[config.mk]
export PLATFORM = sky130hd
export DESIGN_NAME = debug_frame_streamer
export DESIGN_NICKNAME = d
export VERILOG_FILES = /design/src/rtl/debug_stream_pkg.sv /design/src/rtl/hex_nibble_to_ascii.sv /design/src/rtl/debug_frame_streamer.sv
export SDC_FILE = /design/constraint.sdc
export NUM_CORES = 1
export LEC_CHECK = 0
export BUFFER_PORTS_ARGS = -buffer_cell sky130_fd_sc_hd__buf_2
export CAP_MARGIN = 5
export CORE_ASPECT_RATIO = 0.6
export CORE_UTILIZATION = 35
export CTS_CLUSTER_SIZE = 10
export DETAILED_ROUTE_END_ITERATION = 10
export SYNTH_ARGS = -nofsm -noshare
export SYNTH_HDL_FRONTEND = slang
export SYNTH_SLANG_ARGS = --single-unit
[constraint.sdc]
create_clock -name clk -period 7.04 [get_ports clk]
set_input_delay 0.352 -clock clk [delete_from_list [all_inputs] [get_ports clk]]
set_output_delay 0.352 -clock clk [all_outputs]
set_load 0.03 [all_outputs]
[src/rtl/debug_stream_pkg.sv]
// Shared definitions for the debug frame streamer: FSM state encoding and
// the ASCII constants used to build a telemetry text line.
package debug_stream_pkg;

  typedef enum logic [2:0] {
    IDLE  = 3'd0,
    LOAD  = 3'd1,
    DIGIT = 3'd2,
    SEP   = 3'd3,
    CR    = 3'd4,
    LF    = 3'd5
  } state_e;

  localparam logic [7:0] ASCII_CR   = 8'h0D;
  localparam logic [7:0] ASCII_LF   = 8'h0A;
  localparam logic [7:0] ASCII_ZERO = 8'h30;
  localparam logic [7:0] ASCII_A    = 8'h41;

endpackage

[src/rtl/hex_nibble_to_ascii.sv]
// Combinational conversion of one 4-bit value to its uppercase ASCII hex
// character ('0'..'9', 'A'..'F').
module hex_nibble_to_ascii
  import debug_stream_pkg::*;
(
  input  logic [3:0] i_nibble,
  output logic [7:0] o_ascii
);

  // Pick the digit or letter range, offset by the nibble value.
  always_comb begin
    if (i_nibble < 4'd10) begin
      o_ascii = ASCII_ZERO + {4'b0000, i_nibble};
    end else begin
      o_ascii = ASCII_A + {4'b0000, i_nibble} - 8'd10;
    end
  end

endmodule

[src/rtl/debug_frame_streamer.sv]
// Telemetry serializer: snapshots the enabled debug channels on a start
// request and streams them as one uppercase hex text line (channels separated
// by SEPARATOR, terminated by CR LF) over a byte valid/ready handshake.
module debug_frame_streamer
  import debug_stream_pkg::*;
#(
  parameter int         NUM_CHANNELS  = 4,
  parameter int         CHANNEL_BYTES = 2,
  parameter int         PERIOD_CYCLES = 1_200_000,
  parameter logic [7:0] SEPARATOR     = 8'h20
) (
  input  logic                                  clk,
  input  logic                                  reset_n,
  input  logic [NUM_CHANNELS*CHANNEL_BYTES*8-1:0] channel_data,
  input  logic [NUM_CHANNELS-1:0]               channel_enable,
  input  logic                                  mode,
  input  logic                                  trigger,
  output logic [7:0]                            tx_byte,
  output logic                                  tx_valid,
  input  logic                                  tx_ready,
  output logic                                  busy,
  output logic [15:0]                           frame_count,
  output logic                                  overrun
);

  localparam int DATA_W  = NUM_CHANNELS * CHANNEL_BYTES * 8;
  localparam int NIBBLES = CHANNEL_BYTES * 2;
  localparam int CHAN_W  = (NUM_CHANNELS > 1) ? $clog2(NUM_CHANNELS) : 1;
  localparam int NIB_W   = $clog2(NIBBLES);
  localparam int PER_W   = $clog2(PERIOD_CYCLES);

  localparam logic [NIB_W-1:0] NIB_MSB  = NIB_W'(NIBBLES - 1);
  localparam logic [PER_W-1:0] PER_LAST = PER_W'(PERIOD_CYCLES - 1);

  // Priority encoder: index of the lowest set bit (0 when none is set).
  function automatic logic [CHAN_W-1:0] lowest_set(input logic [NUM_CHANNELS-1:0] v);
    lowest_set = '0;
    for (int i = NUM_CHANNELS - 1; i >= 0; i--) begin
      if (v[i]) lowest_set = CHAN_W'(i);
    end
  endfunction

  state_e                 r_state;
  state_e                 w_state_next;
  logic [DATA_W-1:0]      r_snap_data;
  logic [NUM_CHANNELS-1:0] r_snap_en;
  logic [CHAN_W-1:0]      r_chan;
  logic [NIB_W-1:0]       r_nib;
  logic [PER_W-1:0]       r_period;
  logic [15:0]            r_frame_count;
  logic                   r_overrun;

  logic                   w_start;
  logic                   w_begin;
  logic                   w_handshake;
  logic                   w_tx_valid;
  logic [7:0]             w_tx_byte;
  logic [NUM_CHANNELS-1:0] w_above;
  logic                   w_has_next;
  logic [CHAN_W-1:0]      w_next_chan;
  logic [3:0]             w_nibble;
  logic [7:0]             w_ascii;

  // Periodic requests come from the free-running counter, triggered ones
  // straight from the trigger pin; the unused source is ignored.
  assign w_start     = mode ? trigger : (r_period == PER_LAST);
  assign w_begin     = (r_state == IDLE) && w_start && (|channel_enable);
  assign w_handshake = w_tx_valid && tx_ready;

  // Snapshot enables strictly above the current channel, then pick the lowest.
  always_comb begin
    w_above = '0;
    for (int i = 0; i < NUM_CHANNELS; i++) begin
      w_above[i] = r_snap_en[i] && (i > int'(r_chan));
    end
  end

  assign w_has_next  = |w_above;
  assign w_next_chan = lowest_set(w_above);

  // Select the nibble addressed by the channel and nibble pointers.
  always_comb begin
    w_nibble = r_snap_data[int'(r_chan) * CHANNEL_BYTES * 8 + int'(r_nib) * 4 +: 4];
  end

  hex_nibble_to_ascii u_hex (
    .i_nibble (w_nibble),
    .o_ascii  (w_ascii)
  );

  // FSM state register.
  always_ff @(posedge clk) begin
    // NOTE: every clocked assignment is non-blocking so all registers update
    // from the same pre-edge values regardless of statement order.
    if (!reset_n) begin
      r_state <= IDLE;
    end else begin
      r_state <= w_state_next;
    end
  end

  // FSM next state and the byte presented to the UART.
  always_comb begin
    // NOTE: defaults first so every path assigns every output and no latch
    // is inferred.
    w_state_next = r_state;
    w_tx_valid   = 1'b0;
    w_tx_byte    = 8'h00;
    unique case (r_state)
      IDLE: begin
        if (w_start && (|channel_enable)) w_state_next = LOAD;
      end
      LOAD: begin
        w_state_next = DIGIT;
      end
      DIGIT: begin
        w_tx_valid = 1'b1;
        w_tx_byte  = w_ascii;
        if (tx_ready && (r_nib == '0)) begin
          w_state_next = w_has_next ? SEP : CR;
        end
      end
      SEP: begin
        w_tx_valid = 1'b1;
        w_tx_byte  = SEPARATOR;
        if (tx_ready) w_state_next = DIGIT;
      end
      CR: begin
        w_tx_valid = 1'b1;
        w_tx_byte  = ASCII_CR;
        if (tx_ready) w_state_next = LF;
      end
      LF: begin
        w_tx_valid = 1'b1;
        w_tx_byte  = ASCII_LF;
        if (tx_ready) w_state_next = IDLE;
      end
      default: begin
        w_state_next = IDLE;
      end
    endcase
  end

  // Datapath: period counter, snapshots, pointers, frame counter, overrun.
  always_ff @(posedge clk) begin
    // NOTE: snapshot registers are cleared on reset so a fresh frame never
    // depends on stale data; they are plain flops, not a memory array.
    if (!reset_n) begin
      r_period      <= '0;
      r_overrun     <= 1'b0;
      r_snap_data   <= '0;
      r_snap_en     <= '0;
      r_chan        <= '0;
      r_nib         <= '0;
      r_frame_count <= '0;
    end else begin
      r_period  <= (r_period == PER_LAST) ? '0 : r_period + 1'b1;
      r_overrun <= w_start && (r_state != IDLE);

      if (w_begin) begin
        r_snap_data <= channel_data;
        r_snap_en   <= channel_enable;
        r_chan      <= lowest_set(channel_enable);
        r_nib       <= NIB_MSB;
      end

      if (r_state == DIGIT && w_handshake && r_nib != '0) begin
        r_nib <= r_nib - 1'b1;
      end

      if (r_state == SEP && w_handshake) begin
        r_chan <= w_next_chan;
        r_nib  <= NIB_MSB;
      end

      if (r_state == LF && w_handshake) begin
        r_frame_count <= r_frame_count + 16'd1;
      end
    end
  end

  assign tx_valid    = w_tx_valid;
  assign tx_byte     = w_tx_byte;
  assign busy        = (r_state != IDLE);
  assign frame_count = r_frame_count;
  assign overrun     = r_overrun;

endmodule

After elaboration in Yosys (flattened, before gate mapping)
Cells that the tools add are included.
Cells by class
  multiplexer cells: 23
  equal/unequal tests: 11
  $add $sub $neg: 7
  bitwise operators: 1
  $lt $le $gt $ge: 4
  reduce and logical (&&, ||, !) cells: 24
  shift operators: 1
Operators with widths (count)
  $shiftx 64x8->4: 1
  $pmux 8 s4: 1
  $mux 2: 12
  $add 21x1->21 const B: 1
  $eq 21x21->1 const B: 1
  $mux 3: 6
  $pmux 3 s6: 1
  $add 16x1->16 const B: 1
  $logic_and 1x1->1: 13
  $add 7x4->8 const A: 1
  $mux 8: 1
  $ne 2x2->1 const B: 4
  $reduce_or 4->1: 2
  $sub 8x4->8 const B: 1
  $add 6x4->7: 1
  $add 6x4->7 const A: 1
  $eq 3x2->1 const B: 2
  $eq 3x3->1 const B: 2
  $reduce_bool 3->1: 2
  $reduce_and 5->1: 1
  $gt 2x2->1 const A: 2
  $lt 4x4->1 const B: 1
  $reduce_bool 2->1: 2
  $eq 3x1->1 const B: 1
  other kinds (9): 10
Storage, ports and cells
  bits of input ports: 73
  output and inout port bits: 27
  register bits after elaboration: 113

Logic depth before layout (Yosys ltp)
Gate-level depths: netlist of the first run.
  word-level depth: 8
  gate-level depth with buffers: 11
  depth with buffers taken out: 9

Hierarchy
From an unflattened synthesis of the first run, not the netlist that was laid out.
Unflattened totals
  cell total of the unflattened synthesis: 624
  area total of the unflattened synthesis: 5343.9 µm²
Modules (own cells, without submodules)
  debug_frame_streamer: cells an instance 608, area each 5238.8 µm², times used 1
  hex_nibble_to_ascii: cells an instance 16, area each 105.1 µm², times used 1

Worst setup path before layout of the first run
OpenSTA, ideal clock, no wires.
  path kind: register to output
  start: register r_nib[0]
  end: output port tx_byte[2]
  arrival time: 2.606 ns
  required time: 6.688 ns
  cell stages (with the launch flop): 11
  path buffers: 2
  path slack: 4.082 ns
  path through: dfxtp_1 -> buf_2 -> buf_4 -> mux4_2 -> mux4_2 -> inv_1 -> ha_1 -> nand2_1 -> nor4_1 -> a31oi_1 -> o21ai_0
Between the ends
  word-level cells in the longest chain between the ends: 6
  elaborated cells on any way between the ends: 8
  classes of those cells: add/sub (4); order compare (1); shift (1); mux (2)
RTL lines
  from (decl): RTL line debug_frame_streamer.sv:48  | logic [NIB_W-1:0] r_nib;
  from (signal assigned): RTL line debug_frame_streamer.sv:168  | r_nib <= r_nib - 1'b1;
  $add 6x4->7 *: RTL line debug_frame_streamer.sv:83  | w_nibble = r_snap_data[int'(r_chan) * CHANNEL_BYTES * 8 + int'(r_nib) * 4 +: 4];
  $shiftx 64x8->4 *: RTL line debug_frame_streamer.sv:83
  $add 7x4->8: RTL line hex_nibble_to_ascii.sv:15  | o_ascii = ASCII_A + {4'b0000, i_nibble} - 8'd10;
  $sub 8x4->8: RTL line hex_nibble_to_ascii.sv:15
  $mux 8 *: RTL line hex_nibble_to_ascii.sv:12  | if (i_nibble < 4'd10) begin
  $pmux 8 s4 *: RTL line debug_frame_streamer.sv:109  | unique case (r_state)
  to (decl): RTL line debug_frame_streamer.sv:18  | output logic [7:0] tx_byte,
Every way passes the cells marked *; elsewhere a longest branch is shown, timed or not.

Worst setup path in the final report of the first run
  start: register r_nib[1]
  end: output port tx_byte[2]
Same word-level chain as after synthesis.

==> metrics.txt, run 1 <==
sum of overflow across all layers after global routing 0; status completed; Relative slew margins 20.7%; Synth Instances 605; clock net sink count 112; worst-margin pin slew 1190 ps; via count of the first global-routing pass 4323; Mapped Area 0.00529 sq mm; number of detailed-routing iterations run before antenna repair 4; number of nets with antenna violations after routing 0; total power 1.43 mW; reported max-cap violation count 0; wire per inst 14.5 um; reg2reg setup slack 4000 ps; Register Area 0.00224 sq mm; Yosys reg bits 112; Core Footprint 0.0146 sq mm; Post-Route Setup TNS 0 ps; final hold slack 246 ps; # diodes 0; filler cell count in the final layout 1466; first-pass GRT wire length 21500 um; Peak supply drop 0.117 mV; power density of the placed cells 233 mW/mm^2; antenna violations before repair 0; yosys warns 0; CP Capture Type primary output; pin count of the biggest net entering global routing 93; Skew-Pair Late Insertion Delay 340 ps; sequential share of the synthesized area 42.4%; worst setup slack after placement 3970 ps; initial core utilization 36.1%; overall via count from detail_route 4400; clock tree skew after final layout 8.24 ps; width of the chip 161 um; clock tree root buffer cell sky130_fd_sc_hd__clkbuf_16; per-instance average area after synthesis 8.74 sq um; class of the tightest hold or removal check in -> reg; detailed-route DRC error count 0; number of synthesized flops with an enable pin 0; clk slew on worst S/H paths 70 ps; number of resized instances in the post-cts repair step 0; area of the die 0.0156 sq mm; area occupied by multi-input gates 0.00282 sq mm; launch instance of the worst register-to-register path r_period[0]; routability congestion estimate 0.833; number of clock buffers inserted by TritonCTS 9; crit path launch type flop; Period Utilization, post-route 48.9%; drt initial violations 234; setup slack after layout 3600 ps; Critical Path RT 6690 ps; Setup Fix Bufs, Post-CTS 0; CP arrival 3090 ps; most common cell after layout, fill and taps aside sky130_fd_sc_hd__nand2_1; highest clock frequency the design can meet 290 MHz; detail-routed via count per cell 4.98; relative area change from synthesis to final layout 16.4%; ports placed on the boundary 100; ys flop type sky130_fd_sc_hd__dfxtp_1; nets@finish 759; setup repair after global routing missed its margin no; worst reg2reg path depth 7; most frequent cells in the layout sky130_fd_sc_hd__nand2_1 (159), sky130_fd_sc_hd__dfxtp_1 (112), sky130_fd_sc_hd__buf_2 (98), sky130_fd_sc_hd__a21boi_1 (56), sky130_fd_sc_hd__nor2_1 (34); synthesized net count 682; cell depth of the worst min-delay path 3; num rows 34; number of hold-slack violations in the final timing report 0; Tot GR Track Use 16.9%; number of levels the H-tree was split into 3; fraction of registers with async set or reset after synthesis 0%; worst setup path end tx_byte[2]; placed wire-length estimate 9290 um; Pins Over Slew Limit 0; Max clock buf depth 2; Final Routed Wirelength 12800 um; Critical Setup Path Class reg -> out; overall die height 97.2 um; distinct cell type count after synthesis 49; final critical path time including I/O delays and setup 3440 ps; worst reg2reg path endpoint r_snap_data[62]; TritonCTS clock tree yes; port buffer count 98; leakage dissipation 2.41 nW; Cells after DPL 869; setup violators final 0; Hold Buf Count CTS 0; startpoint of the worst setup timing path r_nib[1]; layout cell share with drive strength beyond 1 20.7%; final std cells w/o fill 883; maximum fanout along the worst path 18
-- critical path, stage by stage, from the launching register on --
cell and delay [ps]:
sky130_fd_sc_hd__dfxtp_1 920, sky130_fd_sc_hd__mux4_2 420, sky130_fd_sc_hd__mux4_2 510, sky130_fd_sc_hd__inv_1 90, sky130_fd_sc_hd__ha_1 170, sky130_fd_sc_hd__nand2_1 80, sky130_fd_sc_hd__nor4_1 190, sky130_fd_sc_hd__a31oi_1 70
sky130_fd_sc_hd__o21ai_0 80, sky130_fd_sc_hd__buf_2 220
-- final cells by class --
| cell class | instances | share of cell area [%] |
|---|---|---|
| flip-flops and latches | 112 | 36.4 |
| well taps | 198 | 4.02 |
| clock buffers | 9 | 3.66 |
| clock inverters | 5 | 0.955 |
| multi-input cells | 445 | 45.8 |
| repair buffers | 102 | 8.45 |
| inverters | 12 | 0.731 |
-- synthesized netlist by cell type, types with 3 or more instances --
library cell	count	share of area, %
sky130_fd_sc_hd__nand2_1	159	11
sky130_fd_sc_hd__dfxtp_1	112	42
sky130_fd_sc_hd__a21boi_1	56	7.9
sky130_fd_sc_hd__nor2_1	34	2.4
sky130_fd_sc_hd__clkbuf_1	24	1.7
sky130_fd_sc_hd__nand3_1	24	2.3
sky130_fd_sc_hd__mux4_2	18	7.7
sky130_fd_sc_hd__xor2_1	17	2.8
sky130_fd_sc_hd__a21boi_0	16	2.3
sky130_fd_sc_hd__xnor2_1	14	2.3
sky130_fd_sc_hd__inv_1	12	0.85
sky130_fd_sc_hd__and2_1	11	1.3
sky130_fd_sc_hd__nor3_1	11	1.0
sky130_fd_sc_hd__nor2b_1	10	1.2
sky130_fd_sc_hd__o21ai_0	9	0.85
sky130_fd_sc_hd__nand4_1	8	0.95
sky130_fd_sc_hd__and3_1	7	0.83
sky130_fd_sc_hd__a21oi_1	6	0.57
sky130_fd_sc_hd__buf_2	4	0.38
sky130_fd_sc_hd__buf_4	4	0.57
sky130_fd_sc_hd__ha_1	4	0.95
sky130_fd_sc_hd__nand2b_1	4	0.47
sky130_fd_sc_hd__or3_1	4	0.47
sky130_fd_sc_hd__buf_6	3	0.64
-- power breakdown --
part           internal, mW  switching (mW)
clock network         0.273           0.228
logic                0.0950           0.134
registers             0.669          0.0340
total                  1.04           0.396
-- layer usage --
metal / vias to the layer above / GRT usage [%] / wire length, um
met5: - / 0 / 0
met4: 0 / 2.83 / 70
met3: 10 / 3.41 / 500
met2: 94 / 27.1 / 5800
met1: 2100 / 23.9 / 6450
li1: 2196 / - / -
-- registers in the layout, indices dropped and copies added (netlist names) --
| signal | cells |
|---|---|
| r_period | 21 |
| r_snap_data | 64 |
| r_chan | 2 |
| frame_count | 16 |
| r_nib | 2 |
| r_snap_en | 3 |
| overrun | 1 |
| r_state | 3 |
-- how the worst min path moves through the flow --
stage                                start               to  slack [ps]
after floorplan                r_period[0]      r_period[0]         430
after global placement     r_snap_data[35]  r_snap_data[35]         440
after detailed placement   r_snap_data[11]  r_snap_data[11]         450
after CTS                 channel_data[38]  r_snap_data[38]         240
after global routing      channel_data[38]  r_snap_data[38]         240
final                     channel_data[25]  r_snap_data[25]         250
-- per-stage QoR --
step	utilization (%)	cell area, sq um
3_3_place_gp	40.2	5880
3_5_place_dp	40.2	5880
6_report	42.1	6160
4_1_cts	42.1	6160
2_1_floorplan	-	5290
5_1_grt	42.1	6160
-- kinds of logic after synthesis --
group | after synthesis | share of synthesized area, %
muxes | 19 | 7.85
AOI/OAI and AO/OA | 103 | 14.3
and+or+nand+nor | 287 | 24.9
xor gates and xnor gates | 31 | 5.13
adders and majority gates | 4 | 0.946
buffers and inverters | 48 | 4.42
DFF | 112 | 42.4
other | 1 | 0.0709
Note: power is estimated with default switching activity, not from simulation.
==> inputs of run 2 (changes only) <==
==> constraint.sdc (replaced) <==
create_clock -name clk -period 3.15 [get_ports clk]
set_input_delay 0.1575 -clock clk [delete_from_list [all_inputs] [get_ports clk]]
set_output_delay 0.1575 -clock clk [all_outputs]
set_load 0.03 [all_outputs]
==> metrics.txt, run 2 (synthesis results as in run 1) <==
status completed; setup slack after layout 117 ps; detailed-route DRC error count 0; part of the power in combinational logic 16.6%; Core Footprint 0.0146 sq mm; worst reg2reg path depth 8; number of nets with antenna violations after routing 0; width of the chip 161 um; startpoint of the worst setup timing path r_nib[1]; total power 3.18 mW; clock net sink count 112; Critical Setup Path Class reg -> out; Critical Path RT 2990 ps; sum of overflow across all layers after global routing 0; reg2reg setup slack 550 ps; drt initial violations 266; worst setup slack after placement 514 ps; Final Routed Wirelength 12600 um; Layout Cell Area excl Fill 0.00621 sq mm; number of levels the H-tree was split into 3; # diodes 0; routability congestion estimate 0.802; worst-margin pin slew 700 ps; setup repair after global routing missed its margin no; final hold slack 39.9 ps; placed wire-length estimate 9220 um; Cells after DPL 873; Relative slew margins 53.3%; end-of-flow core utilization 42.5%; most frequent cells in the layout sky130_fd_sc_hd__nand2_1 (159), sky130_fd_sc_hd__dfxtp_1 (112), sky130_fd_sc_hd__buf_2 (98), sky130_fd_sc_hd__a21boi_1 (56), sky130_fd_sc_hd__nor2_1 (34); TritonCTS clock tree yes; total internal power 2.26 mW; Register Area 0.00224 sq mm; overall via count from detail_route 4409; Largest register FFs 64; Skew-Pair Late Insertion Delay 350 ps; Setup Fix Bufs, Post-CTS 0; pin count of the biggest net entering global routing 71; antenna violations before repair 0; wire per inst 14.2 um; final std cells w/o fill 889; sequential cell fraction of total power 49.2%; Tot GR Track Use 16.7%; clk slew on worst S/H paths 80 ps; first-pass GRT wire length 21100 um; net switching share of the total power 28.8%; worst setup path end tx_byte[1]; power density of the placed cells 512 mW/mm^2; nets@finish 763; num rows 34; Peak supply drop 0.269 mV; clock tree root buffer cell sky130_fd_sc_hd__clkbuf_16; ports placed on the boundary 100; highest clock frequency the design can meet 330 MHz; worst reg2reg path endpoint r_snap_data[19]; launch instance of the worst register-to-register path r_period[0]; layout cell share with drive strength beyond 1 21.4%; maximum fanout along the worst path 10; clock tree skew after final layout 6.48 ps; Pins Over Slew Limit 0; crit path launch type flop; initial core utilization 36.1%; most common cell after layout, fill and taps aside sky130_fd_sc_hd__nand2_1; number of detailed-routing iterations run before antenna repair 5; overall die height 97.2 um; filler cell count in the final layout 1517; number of resized instances in the post-cts repair step 0; detail-routed via count per cell 4.96; leakage dissipation 2.42 nW; class of the tightest hold or removal check in -> reg; area occupied by multi-input gates 0.00282 sq mm; via count of the first global-routing pass 4311; setup violators final 0; total net switching power 918 uW; Max clock buf depth 2; number of hold-slack violations in the final timing report 0; CP Capture Type primary output; portion of total power attributed to the clock network 34.2%; area of the die 0.0156 sq mm; Hold Buf Count CTS 0; placed standard-cell area 0.00593 sq mm; port buffer count 98; Period Utilization, post-route 96.3%; Post-Route Setup TNS 0 ps; number of clock buffers inserted by TritonCTS 9; relative area change from synthesis to final layout 17.4%; final critical path time including I/O delays and setup 3030 ps; reported max-cap violation count 0; largest reg by FF count r_snap_data; CP arrival 2880 ps
[run 2: power by group through the flow]
stage	clock [mW]	sequential, mW	combinational [mW]
floorplan	0	1.56	0.405
CTS	1.12	1.56	0.534
global route	1.18	1.58	0.589
finish	1.09	1.56	0.528
detailed placement	0	1.60	0.533
global placement	0	1.59	0.522
[run 2: cell type report]
| cell class | count | area share [%] |
|---|---|---|
| clock buffers | 9 | 3.63 |
| well taps | 198 | 3.99 |
| inverters | 12 | 0.725 |
| repair buffers | 106 | 9.26 |
| flip-flops and latches | 112 | 36.1 |
| multi-input cells | 445 | 45.4 |
| clock inverters | 7 | 0.906 |
[run 2: worst min-delay path by stage]
stage | startpoint | endpoint | slack (ps) | depth (start not counted)
2_1_floorplan | channel_data[0] | r_snap_data[0] | 290 | 2
3_3_place_gp | channel_data[41] | r_snap_data[41] | 400 | 3
3_5_place_dp | channel_data[30] | r_snap_data[30] | 400 | 3
4_1_cts | channel_data[30] | r_snap_data[30] | 30 | 3
5_1_grt | channel_data[25] | r_snap_data[25] | 40 | 3
6_report | channel_data[49] | r_snap_data[49] | 40 | 3
[run 2: layer usage]
metal	wire [um]	GRT usage [%]
met2	5480	25.8
met5	0	0
met4	108	3.70
met3	532	3.88
met1	6530	23.6
[run 2: worst max-delay path, cell delays in order (launching register included)]
cell                      delay [ps]
sky130_fd_sc_hd__dfxtp_1         610
sky130_fd_sc_hd__buf_4           280
sky130_fd_sc_hd__mux4_2          360
sky130_fd_sc_hd__mux4_2          550
sky130_fd_sc_hd__o21ai_1         220
sky130_fd_sc_hd__nor3_1          100
sky130_fd_sc_hd__a211o_1         230
sky130_fd_sc_hd__buf_2           180
==> inputs of run 3 (changes only) <==
--- a/config.mk
+++ b/config.mk
@@ -5,12 +5,12 @@
 export SDC_FILE = /design/constraint.sdc
 export NUM_CORES = 1
 export LEC_CHECK = 0
-export BUFFER_PORTS_ARGS = -buffer_cell sky130_fd_sc_hd__buf_2
 export CAP_MARGIN = 5
 export CORE_ASPECT_RATIO = 0.6
 export CORE_UTILIZATION = 35
 export CTS_CLUSTER_SIZE = 10
 export DETAILED_ROUTE_END_ITERATION = 10
+export DONT_BUFFER_PORTS = 1
 export SYNTH_ARGS = -nofsm -noshare
 export SYNTH_HDL_FRONTEND = slang
 export SYNTH_SLANG_ARGS = --single-unit
==> constraint.sdc (replaced) <==
create_clock -name clk -period 3.35 [get_ports clk]
set_input_delay 0.335 -clock clk [delete_from_list [all_inputs] [get_ports clk]]
set_output_delay 0.335 -clock clk [all_outputs]
set_load 0.03 [all_outputs]
==> metrics.txt, run 3 (synthesis results as in run 1) <==
routability congestion estimate 0.800; setup violators final 0; first-pass GRT wire length 21000 um; area occupied by multi-input gates 0.00282 sq mm; area of the die 0.0156 sq mm; worst setup path end tx_byte[2]; number of detailed-routing iterations run before antenna repair 5; port buffer count 0; relative area change from synthesis to final layout 8.99%; ports placed on the boundary 100; clock tree root buffer cell sky130_fd_sc_hd__clkbuf_16; worst reg2reg path depth 8; number of levels the H-tree was split into 3; layout cell share with drive strength beyond 1 8.39%; Layout Cell Area excl Fill 0.00577 sq mm; CP arrival 2870 ps; reported max-cap violation count 0; sum of overflow across all layers after global routing 0; detailed-route DRC error count 0; filler cell count in the final layout 1491; Critical Path RT 3010 ps; leakage dissipation 2.03 nW; status completed; Core Footprint 0.0146 sq mm; num rows 34; most frequent cells in the layout sky130_fd_sc_hd__nand2_1 (159), sky130_fd_sc_hd__dfxtp_1 (112), sky130_fd_sc_hd__a21boi_1 (56), sky130_fd_sc_hd__nor2_1 (34), sky130_fd_sc_hd__nand3_1 (24); launch instance of the worst register-to-register path r_period[0]; Critical Setup Path Class reg -> out; Period Utilization, post-route 95.8%; setup slack after layout 140 ps; Relative slew margins 42.5%; most common cell after layout, fill and taps aside sky130_fd_sc_hd__nand2_1; placed wire-length estimate 9450 um; initial core utilization 36.1%; nets@finish 668; via count of the first global-routing pass 3997; reg2reg setup slack 890 ps; CP Capture Type primary output; power density of the placed cells 509 mW/mm^2; clock tree skew after final layout 7.61 ps; maximum fanout along the worst path 14; pin count of the biggest net entering global routing 93; Pins Over Slew Limit 0; number of clock buffers inserted by TritonCTS 9; overall via count from detail_route 4068; width of the chip 161 um; placed standard-cell area 0.00549 sq mm; Peak supply drop 0.244 mV; total power 2.93 mW; Tot GR Track Use 17.1%; clk slew on worst S/H paths 70 ps; detail-routed via count per cell 5.12; startpoint of the worst setup timing path r_nib[1]; Hold Buf Count CTS 0; class of the tightest hold or removal check in -> reg; highest clock frequency the design can meet 312 MHz; final critical path time including I/O delays and setup 3210 ps; Setup Fix Bufs, Post-CTS 0; Largest register FFs 64; Skew-Pair Late Insertion Delay 350 ps; clock net sink count 112; number of hold-slack violations in the final timing report 0; Post-Route Setup TNS 0 ps; antenna violations before repair 0; wire per inst 16.0 um; number of nets with antenna violations after routing 0; Worst Min Path Start channel_data[38]; setup repair after global routing missed its margin no; TritonCTS clock tree yes; worst reg2reg path endpoint r_snap_data[19]; crit path launch type flop; worst-margin pin slew 857 ps; # diodes 0; Final Routed Wirelength 12700 um; number of resized instances in the post-cts repair step 0; Max clock buf depth 2; worst setup slack after placement 524 ps; drt initial violations 264; Register Area 0.00224 sq mm; largest reg by FF count r_snap_data; overall die height 97.2 um
run 3: changes by cell type in the layout (fill, tap and decap cells not counted):
| cell | delta |
|---|---|
| sky130_fd_sc_hd__buf_2 | -98 |
| sky130_fd_sc_hd__clkinvlp_4 | -4 |
| sky130_fd_sc_hd__clkbuf_1 | +3 |
| sky130_fd_sc_hd__buf_12 | +2 |
| sky130_fd_sc_hd__clkbuf_8 | +2 |
| sky130_fd_sc_hd__inv_6 | -2 |
| sky130_fd_sc_hd__buf_4 | +1 |
| sky130_fd_sc_hd__clkinv_2 | +1 |
run 3: worst min-delay path by stage:
stage | cells past startpoint | to
2_1_floorplan | 1 | r_period[0]
3_3_place_gp | 2 | r_snap_data[51]
3_5_place_dp | 2 | r_snap_data[12]
4_1_cts | 2 | r_nib[1]
5_1_grt | 2 | r_snap_data[50]
6_report | 2 | r_snap_data[38]
run 3: cell type report:
cell class,instances,area share (%)
Clock buffer,14,4.58
Clock inverter,2,0.239
Inverter,12,0.781
Multi-Input combinational cell,445,48.9
Sequential cell,112,38.9
Tap cell,198,4.30
Timing Repair Buffer,11,2.30
run 3: report_power, final:
part	switching, mW	leakage (nW)	internal, mW
combinational	0.243	0.986	0.184
clock	0.473	0.137	0.547
sequential	0.0780	0.910	1.41
run 3: critical path, stage by stage (launching register included):
cell	delay (ps)
sky130_fd_sc_hd__dfxtp_1	670
sky130_fd_sc_hd__mux4_2	400
sky130_fd_sc_hd__mux4_2	520
sky130_fd_sc_hd__inv_1	110
sky130_fd_sc_hd__ha_1	180
sky130_fd_sc_hd__nand2_1	80
sky130_fd_sc_hd__nor4_1	180
sky130_fd_sc_hd__a31oi_1	70
sky130_fd_sc_hd__o21ai_0	110
sky130_fd_sc_hd__buf_4	200
run 3: per-layer routing:
| metal | track usage, % | vias up | routed length [um] |
|---|---|---|---|
| li1 | - | 2021 | - |
| met1 | 23.2 | 1936 | 5960 |
| met2 | 26.8 | 101 | 5710 |
| met3 | 5.16 | 10 | 940 |
| met4 | 3.48 | 0 | 91 |
| met5 | 0 | - | 0 |
run 3: per-stage QoR:
stage / utilization [%] / hold slack [ps] / instances
floorplan: - / 430 / 605
global placement: 37.5 / 446 / 778
detailed placement: 37.5 / 449 / 778
CTS: 39.4 / 98.4 / 794
global route: 39.4 / 101 / 794
finish: 39.4 / 118 / 794
